**src/rtl/sra_shift_sequencer.sv**
```systemverilog
// Strobe sequencer for the external signed arithmetic right-shift register.
// Define SRA_DOUBLE_STEP_EN to retire two shift positions per cycle when possible.
module sra_shift_sequencer #(
    parameter int CNT_W = 3
) (
    input  logic             clk,
    input  logic             rst_n,
    input  logic             Start,
    input  logic             Abort,
    input  logic [CNT_W-1:0] Amt,
    output logic             Load,
    output logic             Shift,
    output logic             Shift2,
    output logic             Busy,
    output logic             Done,
    output logic [CNT_W-1:0] Remain,
    output logic [1:0]       State
);

    typedef enum logic [1:0] {
        S_IDLE  = 2'b00,
        S_LOAD  = 2'b01,
        S_SHIFT = 2'b10,
        S_DONE  = 2'b11
    } state_t;

    localparam logic [CNT_W-1:0] ZERO = '0;
    localparam logic [CNT_W-1:0] ONE  = CNT_W'(1);
    localparam logic [CNT_W-1:0] TWO  = CNT_W'(2);

    state_t st;

    always_ff @(posedge clk or negedge rst_n) begin
        if (!rst_n) begin
            st     <= S_IDLE;
            Remain <= ZERO;
        end else if (Abort) begin
            // Abort wins everywhere; in IDLE this also blocks a same-cycle Start
            st     <= S_IDLE;
            Remain <= ZERO;
        end else begin
            unique case (st)
                S_IDLE: begin
                    if (Start) begin
                        Remain <= Amt;
                        st     <= S_LOAD;
                    end
                end
                S_LOAD: begin
                    st <= (Remain == ZERO) ? S_DONE : S_SHIFT;
                end
                S_SHIFT: begin
`ifdef SRA_DOUBLE_STEP_EN
                    if (Remain >= TWO) begin
                        Remain <= Remain - TWO;
                        if (Remain == TWO) st <= S_DONE;
                    end else if (Remain == ONE) begin
                        Remain <= ZERO;
                        st     <= S_DONE;
                    end else begin
                        st <= S_DONE;
                    end
`else
                    if (Remain >= ONE) begin
                        Remain <= Remain - ONE;
                        if (Remain == ONE) st <= S_DONE;
                    end else begin
                        st <= S_DONE;
                    end
`endif
                end
                S_DONE: begin
                    st     <= S_IDLE;
                    Remain <= ZERO;
                end
                default: begin
                    st     <= S_IDLE;
                    Remain <= ZERO;
                end
            endcase
        end
    end

    // Moore decode: strobes depend only on the registered state and count
    assign State = st;
    assign Busy  = (st != S_IDLE);
    assign Load  = (st == S_LOAD);
    assign Done  = (st == S_DONE);

`ifdef SRA_DOUBLE_STEP_EN
    assign Shift2 = (st == S_SHIFT) && (Remain >= TWO);
    assign Shift  = (st == S_SHIFT) && (Remain == ONE);
`else
    assign Shift2 = 1'b0;
    assign Shift  = (st == S_SHIFT) && (Remain >= ONE);
`endif

endmodule
```
**config.mk**
```make
export PLATFORM = sky130hd
export DESIGN_NAME = sra_shift_sequencer
export DESIGN_NICKNAME = d
export VERILOG_FILES = /design/src/rtl/sra_shift_sequencer.sv
export SDC_FILE = /design/constraint.sdc
export NUM_CORES = 1
export LEC_CHECK = 0
export BUFFER_PORTS_ARGS = -buffer_cell sky130_fd_sc_hd__buf_2
export CAP_MARGIN = 0
export CORE_UTILIZATION = 33
export DETAILED_ROUTE_END_ITERATION = 7
export HOLD_SLACK_MARGIN = 0.08
export PLACE_DENSITY = 0.68
export SKIP_CTS_REPAIR_TIMING = 1
export SYNTH_ARGS = -nofsm -noshare
export SYNTH_HDL_FRONTEND = slang
export SYNTH_SLANG_ARGS = --single-unit
```
**constraint.sdc**
```tcl
create_clock -name clk -period 1.8 [get_ports clk]
set_input_delay 0.36 -clock clk [delete_from_list [all_inputs] [get_ports clk]]
set_output_delay 0.36 -clock clk [all_outputs]
set_load 0.01 [all_outputs]
```
* After elaboration in Yosys (flattened, before gate mapping)
Cells that the tools add are included.
W data, S select, Z words.
** Word-level totals
- Register bits :: 5
- Bits in latches :: 0
- Bits in writable memories :: 0
- ROM bits :: 0
- Output and inout bits :: 10
- Memories :: 0
** Operators by class
- Add/subtract/negate cells :: 1
- Multipliers :: 0
- Divide/modulo/power cells :: 0
- $lt $le $gt $ge :: 1
- Equality and inequality tests :: 7
- Shift operators :: 0
- Mux-type cells :: 10
- Bitwise operators :: 0
- Reduce and logical (&&, ||, !) cells :: 7
** Operators by type and width (count)
- $mux W3 :: 3
- $pmux W3 S3 :: 1
- $mux W2 :: 4
- $pmux W2 S4 :: 1
- $eq A2 B2 Y1 const B :: 2
- $ne A4 B4 Y1 const B :: 1
- $reduce_bool A4 Y1 :: 1
- $eq A3 B1 Y1 const B :: 1
- $ge A3 B1 Y1 const B :: 1
- $logic_not A3 Y1 :: 1
- $ne A3 B2 Y1 const B :: 1
- $ne A3 B3 Y1 const B :: 1
- $reduce_and A3 Y1 :: 1
- $sub A3 B1 Y3 const B :: 1
- $eq A2 B1 Y1 const B :: 1
- $logic_not A2 Y1 :: 1
- $reduce_and A2 Y1 :: 1
- $reduce_bool A2 Y1 :: 1
- $logic_and A1 B1 Y1 :: 1
- $mux W1 :: 1

* Logic depth before layout (Yosys ltp)
Gate-level depths: netlist of run 1.
- Word-level depth :: 5
- Mapped depth :: 6
- Depth with buffers taken out :: 5

* Worst setup path before layout of run 1
OpenSTA, ideal clock, no wires.
- Path kind :: register -> register
- From :: register st[0], in the netlist State[0]
- To :: register Remain[0]
- Setup time :: 0.125 ns
- Arrival :: 1.610 ns
- Data required time :: 1.675 ns
- Slack :: 0.065 ns
- Stages on the path, launching flop included :: 6
- Path buffers :: 0
- Clock period less this slack :: 1.735 ns
- Cell sequence :: dfrtp_1 > inv_1 > ha_1 > nor2b_1 > a211oi_1 > mux2_2
** Between the ends
- Cells in the longest elaborated chain, start to end :: 3
- Elaborated cells on any way between the ends :: 9
- Classes of those cells :: eq/ne (4); mux (2); reduce/logical (3)
** Ends and longest elaborated chain
- start, declared :: line 31 : state_t st;
- start signal, assigned :: line 50 : st <= (Remain == ZERO) ? S_DONE : S_SHIFT;
- $eq A2 B2 Y1 / $logic_not A2 Y1 (equally long branches) :: line 42 : unique case (st)
- $ne A3 B2 Y1 (no source line), or another cell as far along
- $reduce_and A3 Y1 (no source line) / $mux W3 (equally long branches)
- end signal, assigned :: line 45 : Remain <= Amt;
- end signal, assigned :: line 65 : Remain <= Remain - ONE;
- end, declared :: line 16 : output logic [CNT_W-1:0] Remain,
Several ways; a longest one is shown, not always the timed one.
A chain may end at the register's enable or synchronous reset.

* Worst setup path in the final report of run 1
- From :: register st[0], in the netlist State[0]
- To :: output Shift
** Between the ends
- Cells in the longest elaborated chain, start to end :: 2
** Ends and longest elaborated chain
- $eq A2 B2 Y1 :: line 95 : assign Shift = (st == S_SHIFT) && (Remain >= ONE);
- $logic_and A1 B1 Y1 :: line 95
- end, declared :: line 12 : output logic Shift,
No other way between the ends.

==> results list, run 1 <==
- The flow ran to the end, and the final reports show no timing, DRC or antenna violations.
- The number of antenna diodes in the final layout is 0.
- After Yosys synthesis, XOR and XNOR cells account for 1.62% of the synthesized area.
- The initial antenna violation count is 0.
- Summing the areas of all and, or, nand and nor instances in the mapped netlist gives 32.3% of the synthesized area.
* Routed via count: approximately 480
- Via count of the first global-routing pass: 478
* Share of cells above drive strength 1: 49.4%
- In the routed layout, each cell is associated on average with a via count of 5.15.
* Starting Density: around 36%
* Clock insertion delay at the later pin of the skew report: about 240 ps
- Wires add up to 1.07 mm.
- Setup violations remaining at the end of the flow were counted as 0.
- The wire-length estimate of the detail-placed layout is 866 µm.
- Post-layout util: a little under half
* Buffers added on ports: 15
- Number of design rule violations left after detail routing: 0
- Required @ worst endpoint: 1440 ps
* Worst IR Drop VDD: a little over 0.8 mV
- Clock-pin slew was measured on the worst setup and hold paths at 40 ps.
- The detail route stage leaves a number of antenna-violating nets equal to 0.
* Portion of the clock cycle consumed by the worst path in the final layout: 95.9%
* Sequential area share after synthesis: 23.1%
- The synthesized netlist contains 33 unique library cells.
* P_leak: 0.000331 µW
* Wire length of the first global-routing pass: 1.93 mm
* Root Buffer: sky130_fd_sc_hd__clkbuf_4
* Area growth from synthesis to layout: 28.4%
* Sum Neg Setup Slack: 0 ps
* Kind of end point of the critical path: primary output
- Total power density per cell area: 1700 nW/µm²
* Die Span X: 42.5 µm
- The longest clock path from root to sink contains 2 buffers.
- Core box area: between 1500 and 2000 µm²
- Total CTS buffers: 3
- Final Slew Violations: 0
* Number of top-level pins: 17
- CTS built an H-tree with a depth of 1.
- Minimum clock period: 1730 ps
- In the synthesized netlist, mux cells make up 4.16% of the area.
- The tool flagged a number of max-cap violations equal to 0.
- Synthesized flop and latch total: 5
* Fin Hold WS: 401 ps
- After synthesis, the largest family of logic cells by area is simple AND/OR/NAND/NOR gates.
* Fraction of the mapped netlist area in adder cells: 18.5%
- Kind of path behind the tightest hold check: input pin to flop
- DR WL/cell: 11.5 µm
- STA classifies the critical path startpoint as a flop.
* Arrival time at the worst endpoint: roughly 1400 ps
- Final hold vios: 0
- Net count after synthesis: 72
* Type of the setup path with the least slack: flop to primary output
- In this run the cell area of the synthesized design comes to approximately 540 µm².
- Dividing the synthesized area by the synthesized cell count gives 9.50 µm².
* Overall die height: around 43 µm
- TritonCTS clock tree: done
- In this run, the number of DRC markers left after iteration 0 of detailed routing was 7.
- Maximum number of pins on one net before global-route repair: 11
- Clock skew on the completed layout was measured at between 3 and 4 ps.
- The clock drives 5 sinks.
- For this run, the number of Yosys warnings is 0.
- At the end of routability-driven placement, the weighted congestion stood at 0.819.
* Gate Count Post-Synth: 57
* Net count reported at finish: 93
* Number of iterations in the first detailed-routing pass: 2
* Critical path fanouts, max: 10
* Compound-Gate Fraction of Synth Area: roughly an eighth
* DIE AREA: 1810 µm²
- Static timing analysis puts the maximum clock frequency at 580 MHz.
- Summed over all layers, the global routing overflow is 0.
- Across every metal layer, demand over resource in global routing totals 14.1%.
* Setup repair after global routing missed its margin: yes
* Number of core rows: 14
-- layout by cell type (no fill, tap or decap), types with 2 or more instances in the layout --
master,instances
sky130_fd_sc_hd__a21oi_1,2
sky130_fd_sc_hd__buf_2,15
sky130_fd_sc_hd__buf_4,3
sky130_fd_sc_hd__clkbuf_4,3
sky130_fd_sc_hd__dfrtp_1,3
sky130_fd_sc_hd__dfrtp_2,2
sky130_fd_sc_hd__ha_1,7
sky130_fd_sc_hd__inv_1,3
sky130_fd_sc_hd__inv_2,2
sky130_fd_sc_hd__mux2_2,2
sky130_fd_sc_hd__nand2b_1,2
sky130_fd_sc_hd__nor2_1,2
sky130_fd_sc_hd__nor2b_1,3
sky130_fd_sc_hd__or3b_2,2
-- path summary, 6_finish.rpt --
path	startpoint	endpoint	slack (ps)	cells after the start
setup / recovery	State[0]	Shift	70	5
hold / removal	Abort	Remain[2]	400	2
setup reg to reg	State[1]	Remain[1]	140	5
hold reg to reg	State[0]	State[0]	630	2
max in group asynchronous	rst_n	Remain[1]	1200	2
min in group asynchronous	rst_n	State[0]	460	2
-- synthesized netlist by cell type --
library cell	instances	share of area, %
sky130_fd_sc_hd__and4b_2	1	2.1
sky130_fd_sc_hd__o21ba_2	1	1.8
sky130_fd_sc_hd__or3b_2	2	3.2
sky130_fd_sc_hd__nor4_1	1	1.2
sky130_fd_sc_hd__nor2b_1	3	3.5
sky130_fd_sc_hd__inv_1	5	3.5
sky130_fd_sc_hd__and3_4	1	2.1
sky130_fd_sc_hd__nand2b_1	2	2.3
sky130_fd_sc_hd__nor4_2	1	2.3
sky130_fd_sc_hd__or2_2	1	1.2
sky130_fd_sc_hd__buf_4	2	2.8
sky130_fd_sc_hd__o31ai_1	1	1.4
sky130_fd_sc_hd__buf_2	1	0.92
sky130_fd_sc_hd__a2111oi_0	1	1.6
sky130_fd_sc_hd__dfrtp_1	5	23
sky130_fd_sc_hd__nand4_1	1	1.2
sky130_fd_sc_hd__a21oi_1	2	1.8
sky130_fd_sc_hd__nor3b_1	1	1.4
sky130_fd_sc_hd__ha_1	8	18
sky130_fd_sc_hd__or2b_2	1	1.6
sky130_fd_sc_hd__conb_1	1	0.69
sky130_fd_sc_hd__nand3b_1	1	1.4
sky130_fd_sc_hd__mux2_2	2	4.2
sky130_fd_sc_hd__and2_1	1	1.2
sky130_fd_sc_hd__or3b_1	1	1.6
sky130_fd_sc_hd__a211oi_1	2	2.8
sky130_fd_sc_hd__nor3_1	1	0.92
sky130_fd_sc_hd__a41oi_1	1	1.6
sky130_fd_sc_hd__nor2_1	2	1.4
sky130_fd_sc_hd__nor4bb_1	1	1.8
sky130_fd_sc_hd__or3_4	1	2.1
sky130_fd_sc_hd__xor2_1	1	1.6
sky130_fd_sc_hd__o211ai_1	1	1.4
-- flip-flops by register name (all words and copies together), names as in the netlist --
register and cells:
State 2, Remain 3
-- critical path: stages, from the launching register on --
cell                      delay (ps)
sky130_fd_sc_hd__dfrtp_1         400
sky130_fd_sc_hd__inv_2            70
sky130_fd_sc_hd__ha_1            210
sky130_fd_sc_hd__buf_4           170
sky130_fd_sc_hd__nor2b_1         130
sky130_fd_sc_hd__buf_2           140
-- cell type report --
type	instances	area, µm²
inverters	5	18.8
multi-input cells	44	395
well taps	16	20.0
fillers	158	828
repair buffers	19	108
flip-flops and latches	5	128
clock buffers	4	26.3
-- report_power, final --
group | internal, µW | switching [µW]
clock network | 83.7 | 43.9
registers | 168 | 94.5
logic | 408 | 385
-- metrics by stage --
stage / area (µm²) / setup slack, ps / total power [µW] / std cells
floorplan: 542 / 64.8 / 763 / 57
global placement: 639 / 41.2 / 981 / 88
detailed placement: 639 / 34.2 / 993 / 88
CTS: 666 / -70.3 / 1130 / 92
global route: 696 / -12.9 / 1310 / 93
finish: 696 / 74.5 / 1180 / 93
-- per-layer routing --
layer	up-vias	routed length, µm	global-route usage, %
met1	224	483	17.5
met2	14	523	22.8
li1	241	-	-
met5	-	0	0
met4	0	0	2.50
met3	0	64	6.47
-- logic make-up (layout without fill, tap and decap cells) --
group / count (synthesis) / count (layout)
flops: 5 / 5
simple gates: 23 / 23
buf+inv: 8 / 28
mux: 2 / 2
compound gates: 9 / 9
xor+xnor: 1 / 1
fa+ha+maj: 8 / 8
other cells: 1 / 1
(Power assumes the default switching activity.)
==> run 2, diff against run 1 <==
- CORE_AREA: not set -> 2 2 39 41
- CORE_UTILIZATION: 33 -> not set
- DIE_AREA: not set -> 0 0 41 43
- PLACE_DENSITY: 0.68 -> 0.72
==> run 2 against run 1 <==
- hold slack better by 13 ps
- critical endpoint is now Remain[1]
- critical path depth did not move
- clock power increased by 5%
- non-clock buffer count up 1
- flip-flop and latch count unchanged
- clock skew rose by 0.91 ps
==> results list, run 2 (synthesis gave the netlist of run 1 again) <==
- The die covers 1760 µm².
- The flow ran to the end, and the final reports show no timing, DRC or antenna violations.
- The clock drives 5 sinks.
* Worst IR Drop VDD: 0.675 mV
- Traced cell by cell, the critical path runs through inv_1, ha_1, nor2b_1, a211oi_1, mux2_2.
- For the worst flop-to-flop path, the logic depth is 5.
* Hold wc startpoint: Abort
- Register with the highest flop count: Remain
* Kind of end point of the critical path: flop
- Setup repair after global routing left no endpoint under its margin.
- After routing, the total negative slack on setup checks comes to 0 ps.
- Most common library cell in the layout ignoring fill and taps: sky130_fd_sc_hd__buf_2
* Fin Hold WS: 414 ps
- Number of flip-flops under the largest register name: 3
- Wire length of the first global-routing pass: around 1.6 mm
- The floorplan step set the die width to 41 µm.
- Register-to-register path setup slack: 90 ps
- Cell count of the worst hold path: 2
- In the post-route analysis, the smallest setup slack over all paths is about 94 ps.
- Of the total power, registers draw 19.8%.
* Total power density per cell area: 1700 nW/µm²
- The clock reaches the later pin of the worst-skew pair after 250 ps.
- Number of antenna violations at the first check in global routing: 0
- Post-route ant nets: 0
- Kind of cell with the highest combined delay on the critical path: flip-flops
- TritonCTS clock tree: done
- Across the run, the number of max-cap violations was 0.
- Buffers inserted during clock tree synthesis total 3.
- Clock-pin slew on the worst setup and hold paths: 50 ps
* Setup WS pre-CTS: 107 ps
* Number of core rows: 14
- During I/O placement, the number of pins put on the boundary was 17.
* Switching Share: 43.8%
- Final cell count without fillers: 94
* Global-route met1 utilization: 14.3%
- Together, buffers and inverters on the worst path number 1.
- Once placement completed, the tool counted placed cells totaling 88.
- In this run the critical register-to-register path is launched from State[1].
* Via density per instance: roughly 5.2
* Busiest layer in global routing: met2
- Routed via count: 485
* Library cell contributing the largest single delay on the critical path: sky130_fd_sc_hd__dfrtp_1
- The worst path uses 94.8% of the clock period.
- Total net switching power: 518 µW
- The worst setup path is launched from a flop.
- Setup violations remaining at the end of the flow were counted as 0.
* Total power after layout: 1180 µW
* Number of antenna repair diodes: 0
* Critical path fanouts, max: 6
- CTS HTree Levels: 1
* Fmax: 586 MHz
- Global routing used roughly 23% of the available met2 tracks.
- The first detailed-routing pass took 4 iterations.
- In this run the clock root is driven by a sky130_fd_sc_hd__clkbuf_4.
- Max Root-Sink Buffers: 2
- After floorplanning, the core was sized to cover 1380 µm².
- Across the routed clock network, the largest skew measured is 4.73 ps.
* Power share of the clock group: 11.3%
* Final weighted congestion in routability-driven placement: ~0.71
- In this run the tool buffered the top-level ports with 15 buffer cells.
- The wire-length estimate of the detail-placed layout is 887 µm.
- Arrival time at the worst endpoint: 1830 ps
* Net count reported at finish: 94
- Combinational group share of total power: between 60 and 70%
* Fillers: 144
* Required @ worst endpoint: slightly below 2000 ps
- In the final routed layout, each cell accounts on average for 12.4 µm.
- Global routing used between 10% and 20% of the available tracks across all layers.
- Type of the setup path with the least slack: flop to flop
- Starting Density: 39.2%
- The path class of the tightest hold or removal check is input pin to flop.
- Global routing used 6.28% of the available met3 tracks.
- Final hold vios: 0
- Leaving out fill and tap cells, the most frequent cells in the layout are sky130_fd_sc_hd__buf_2, sky130_fd_sc_hd__ha_1, sky130_fd_sc_hd__dfrtp_1, sky130_fd_sc_hd__inv_1, sky130_fd_sc_hd__buf_4.
- After detailed routing, the total wire length is roughly 1.2 mm.
* Largest stage delay on the critical path: 380 ps
- In the final layout, the multi-input gates occupy 387 µm².
- The total count of max-transition violations in the final report is 0.
* Area growth from synthesis to layout: 27.9%
- In this run the static leakage power is 0.000339 µW.
- Overall die height: around 43 µm
* Maximum number of pins on one net before global-route repair: 11
* Initial DRC Count: 8
- Minimum clock period: between 1500 and 2000 ps
- Registers take 126 µm².
- The post-route netlist has 44.9% of its cells at a drive strength greater than 1.
- The path with the worst hold slack has its endpoint at Remain[2].
* Number of design rule violations left after detail routing: 0
- For this run the aggregate overflow at the end of global routing stands at 0.
- Int Power: 663 µW
- Via count of the first global-routing pass: 430
- Terminus of the critical flop-to-flop path: Remain[1]
==> run 2: changes by cell type in the layout (fill, tap and decap cells not counted), sizes merged <==
cell | before | now
buf | 18 | 19
==> run 2: power by group through the flow <==
stage	clock [µW]	sequential (µW)	combinational, µW
4_1_cts	139	227	772
2_1_floorplan	0	258	505
6_report	134	233	814
3_3_place_gp	0	227	756
3_5_place_dp	0	229	766
5_1_grt	147	242	910
==> run 2: layout make-up <==
| cell class | count | area share [%] |
|---|---|---|
| Clock buffer | 4 | 3.79 |
| Inverter | 5 | 2.71 |
| Multi-Input combinational cell | 44 | 55.8 |
| Sequential cell | 5 | 18.2 |
| Tap cell | 16 | 2.89 |
| Timing Repair Buffer | 20 | 16.6 |
==> run 2: per-layer routing <==
metal  up-vias  share of wire (%)
met1       223                 41
met4         0                1.2
met3         2                6.3
met5         -                  0
li1        244                  -
met2        16                 51
==> run 2: how the worst max path moves through the flow <==
stage	startpoint	endpoint	cells past startpoint
final	State[1]	Remain[1]	5
after global routing	Remain[1]	Shift	5
after CTS	Remain[1]	Shift	5
after detailed placement	State[1]	Remain[1]	5
after global placement	State[1]	Remain[1]	5
after floorplan	State[0]	Remain[0]	5
==> run 2: stage by stage <==
stage,utilization (%),instance area [µm²]
2_1_floorplan,-,542
3_3_place_gp,46.2,639
3_5_place_dp,46.2,639
4_1_cts,48.1,666
5_1_grt,50.1,693
6_report,50.1,693
==> run 2: worst register-to-register path, cell delays in order, from the launching register on <==
cell	delay, ps
sky130_fd_sc_hd__dfrtp_1	380
sky130_fd_sc_hd__inv_1	90
sky130_fd_sc_hd__ha_1	220
sky130_fd_sc_hd__nor2b_1	190
sky130_fd_sc_hd__a211oi_1	330
sky130_fd_sc_hd__mux2_2	380
==> run 3, diff against run 2 <==
- CTS_BUF_LIST: not set -> sky130_fd_sc_hd__clkbuf_4
==> run 3 against run 2 <==
- worst setup slack improved by 4.1 ps
- critical path depth did not move
- clock power rose by 13%
- global-route usage fell by 0.19 points
- clock-buffer cell count did not move
- critical endpoint unchanged
- register-to-register slack barely moved
- die area did not move
- power barely moved
==> results list, run 3 (synthesis gave the netlist of run 1 again) <==
- Portion of the clock cycle consumed by the worst path in the final layout: 94.6%
- Number of design rule violations left after detail routing: 0
- The total count of hold-check failures in the final report came to 0.
- Type of the setup path with the least slack: flop to flop
- The HPWL after detailed placement is just under 900 µm.
- Core box area: 1380 µm²
- The first detailed-routing pass took 4 iterations.
* Commonest cells after routing, fill and taps aside: sky130_fd_sc_hd__buf_2, sky130_fd_sc_hd__ha_1, sky130_fd_sc_hd__dfrtp_1
- The worst setup path is captured at a flop.
- Number of flip-flops under the largest register name: 3
- Via count of the first global-routing pass: 427
- Buffers placed on the I/O ports in this run total 15.
- Total CTS buffers: 3
- DR WL/cell: 12.3 µm
* Clock insertion delay at the later pin of the skew report: 250 ps
* Total wire length after detailed routing: between 1 and 1.5 mm
- Overall die height: 43 µm
- Critical path fanouts, max: 6
- Register with the highest flop count: Remain
- Setup Skew: 6.70 ps
- TritonCTS clock tree: done
- Final global-route overflow total: 0
* Kind of path behind the tightest hold check: input pin to flop
- Required @ worst endpoint: 1930 ps
- Leaving out fill and tap cells, the most frequent cell in the layout is sky130_fd_sc_hd__buf_2.
- Area occupied by multi-input gates: 389 µm²
- The worst setup path is launched from a flop.
- Fmax: 587 MHz
- Max-cap violations in this run came to 0.
- For this block, the initial DRC count from the detailed router was 8.
* Arrival time at the worst endpoint: 1830 ps
- Number of setup violations in the final report: 0
- Maximum number of pins on one net before global-route repair: 11
- Max Root-Sink Buffers: 2
- The total count of max-transition violations in the final report is 0.
- Once layout is complete, the utilization of the core stands at between 40% and 50%.
- The net count of the finished layout is 93.
- The die is 41 µm wide.
- Clock-pin slew on the worst setup and hold paths: 50 ps
- Fill cells in the final layout number 144.
- Worst IR Drop VDD: 0.698 mV
* Minimum clock period: ~1700 ps
- Via density per instance: 5.25
- Compared with the post-synthesis result, the final layout area differs by 27.5%.
- DIE AREA: 1760 µm²
- The congestion estimate from routability-driven global placement came to 0.708.
- Final cell count without fillers: 93
- Starting Density: 39.2%
- Row generation in the floorplan step produced 14 rows.
- 0 antenna diodes ended up in the layout.
- Number of antenna violations at the first check in global routing: 0
* Result of the run: finished clean
* Total power density per cell area: 1710 nW/µm²
* Root Buffer: sky130_fd_sc_hd__clkbuf_4
* Overall global routing resource usage: 13.8%
- Share of cells above drive strength 1: between 40% and 50%
* P_leak: 0.000337 µW
- Clk sinks: 5
- Detailed routing inserted a total of 488 vias.
- Wire length of the first global-routing pass: approximately 1.6 mm
- Placed cells: around 90
- In this run the number of H-tree levels came out at 1.
- Post-route ant nets: 0
- Summing all flip-flop and latch instances after layout gives approximately 130 µm².
- In this run the count of I/O pins placed on the die edge is 17.
## run 3: cell type report
cell class | instances | share of cell area (%)
sequential | 5 | 18.1
inverter | 5 | 2.72
multi-input combinational | 44 | 56.3
clock buffer | 4 | 4.35
timing repair buffer | 19 | 15.6
tap | 16 | 2.90
## run 3: through the flow
| stage | worst slack [ps] | area, µm² | setup TNS [ps] | hold WS, ps | power, µW |
|---|---|---|---|---|---|
| after floorplan | 64.8 | 542 | 0 | 64.4 | 763 |
| after CTS | -51.3 | 669 | -51.3 | -90.3 | 1150 |
| after detailed placement | 107 | 639 | 0 | 179 | 995 |
| after global placement | 132 | 639 | 0 | 181 | 983 |
| final | 97.8 | 691 | 0 | 406 | 1180 |
| after global routing | -3.42 | 691 | -3.42 | 422 | 1300 |
## run 3: layer usage
metal	wire, µm	vias up	part of all wire (%)	track usage (%)
met5	0	-	0	0
met4	14	0	1.2	6.00
met3	81	2	7.1	6.28
met2	605	16	53	22.5
met1	439	226	38	14.4
li1	-	244	-	-
## run 3: worst paths after layout
check | start | to | slack [ps] | depth (start not counted)
worst max-delay path | State[1] | Remain[1] | 100 | 5
min in group asynchronous | rst_n | Remain[2] | 470 | 2
worst min-delay path | Abort | Remain[2] | 410 | 2
max in group asynchronous | rst_n | Remain[1] | 1190 | 2
worst max register to register | State[1] | Remain[1] | 100 | 5
worst min register to register | State[1] | State[1] | 600 | 2
## run 3: worst max-delay path, cell delays in order, from the launching register on
cell and delay (ps):
sky130_fd_sc_hd__dfrtp_1 380, sky130_fd_sc_hd__inv_1 90, sky130_fd_sc_hd__ha_1 220, sky130_fd_sc_hd__nor2b_1 190, sky130_fd_sc_hd__a211oi_1 320, sky130_fd_sc_hd__mux2_2 370
## run 3: power breakdown
part | switching (µW) | internal [µW] | leakage [µW]
Combinational | 387 | 402 | 0.000253
Sequential | 78.8 | 164 | 0.0000660
Clock | 51.4 | 99.2 | 0.0000184
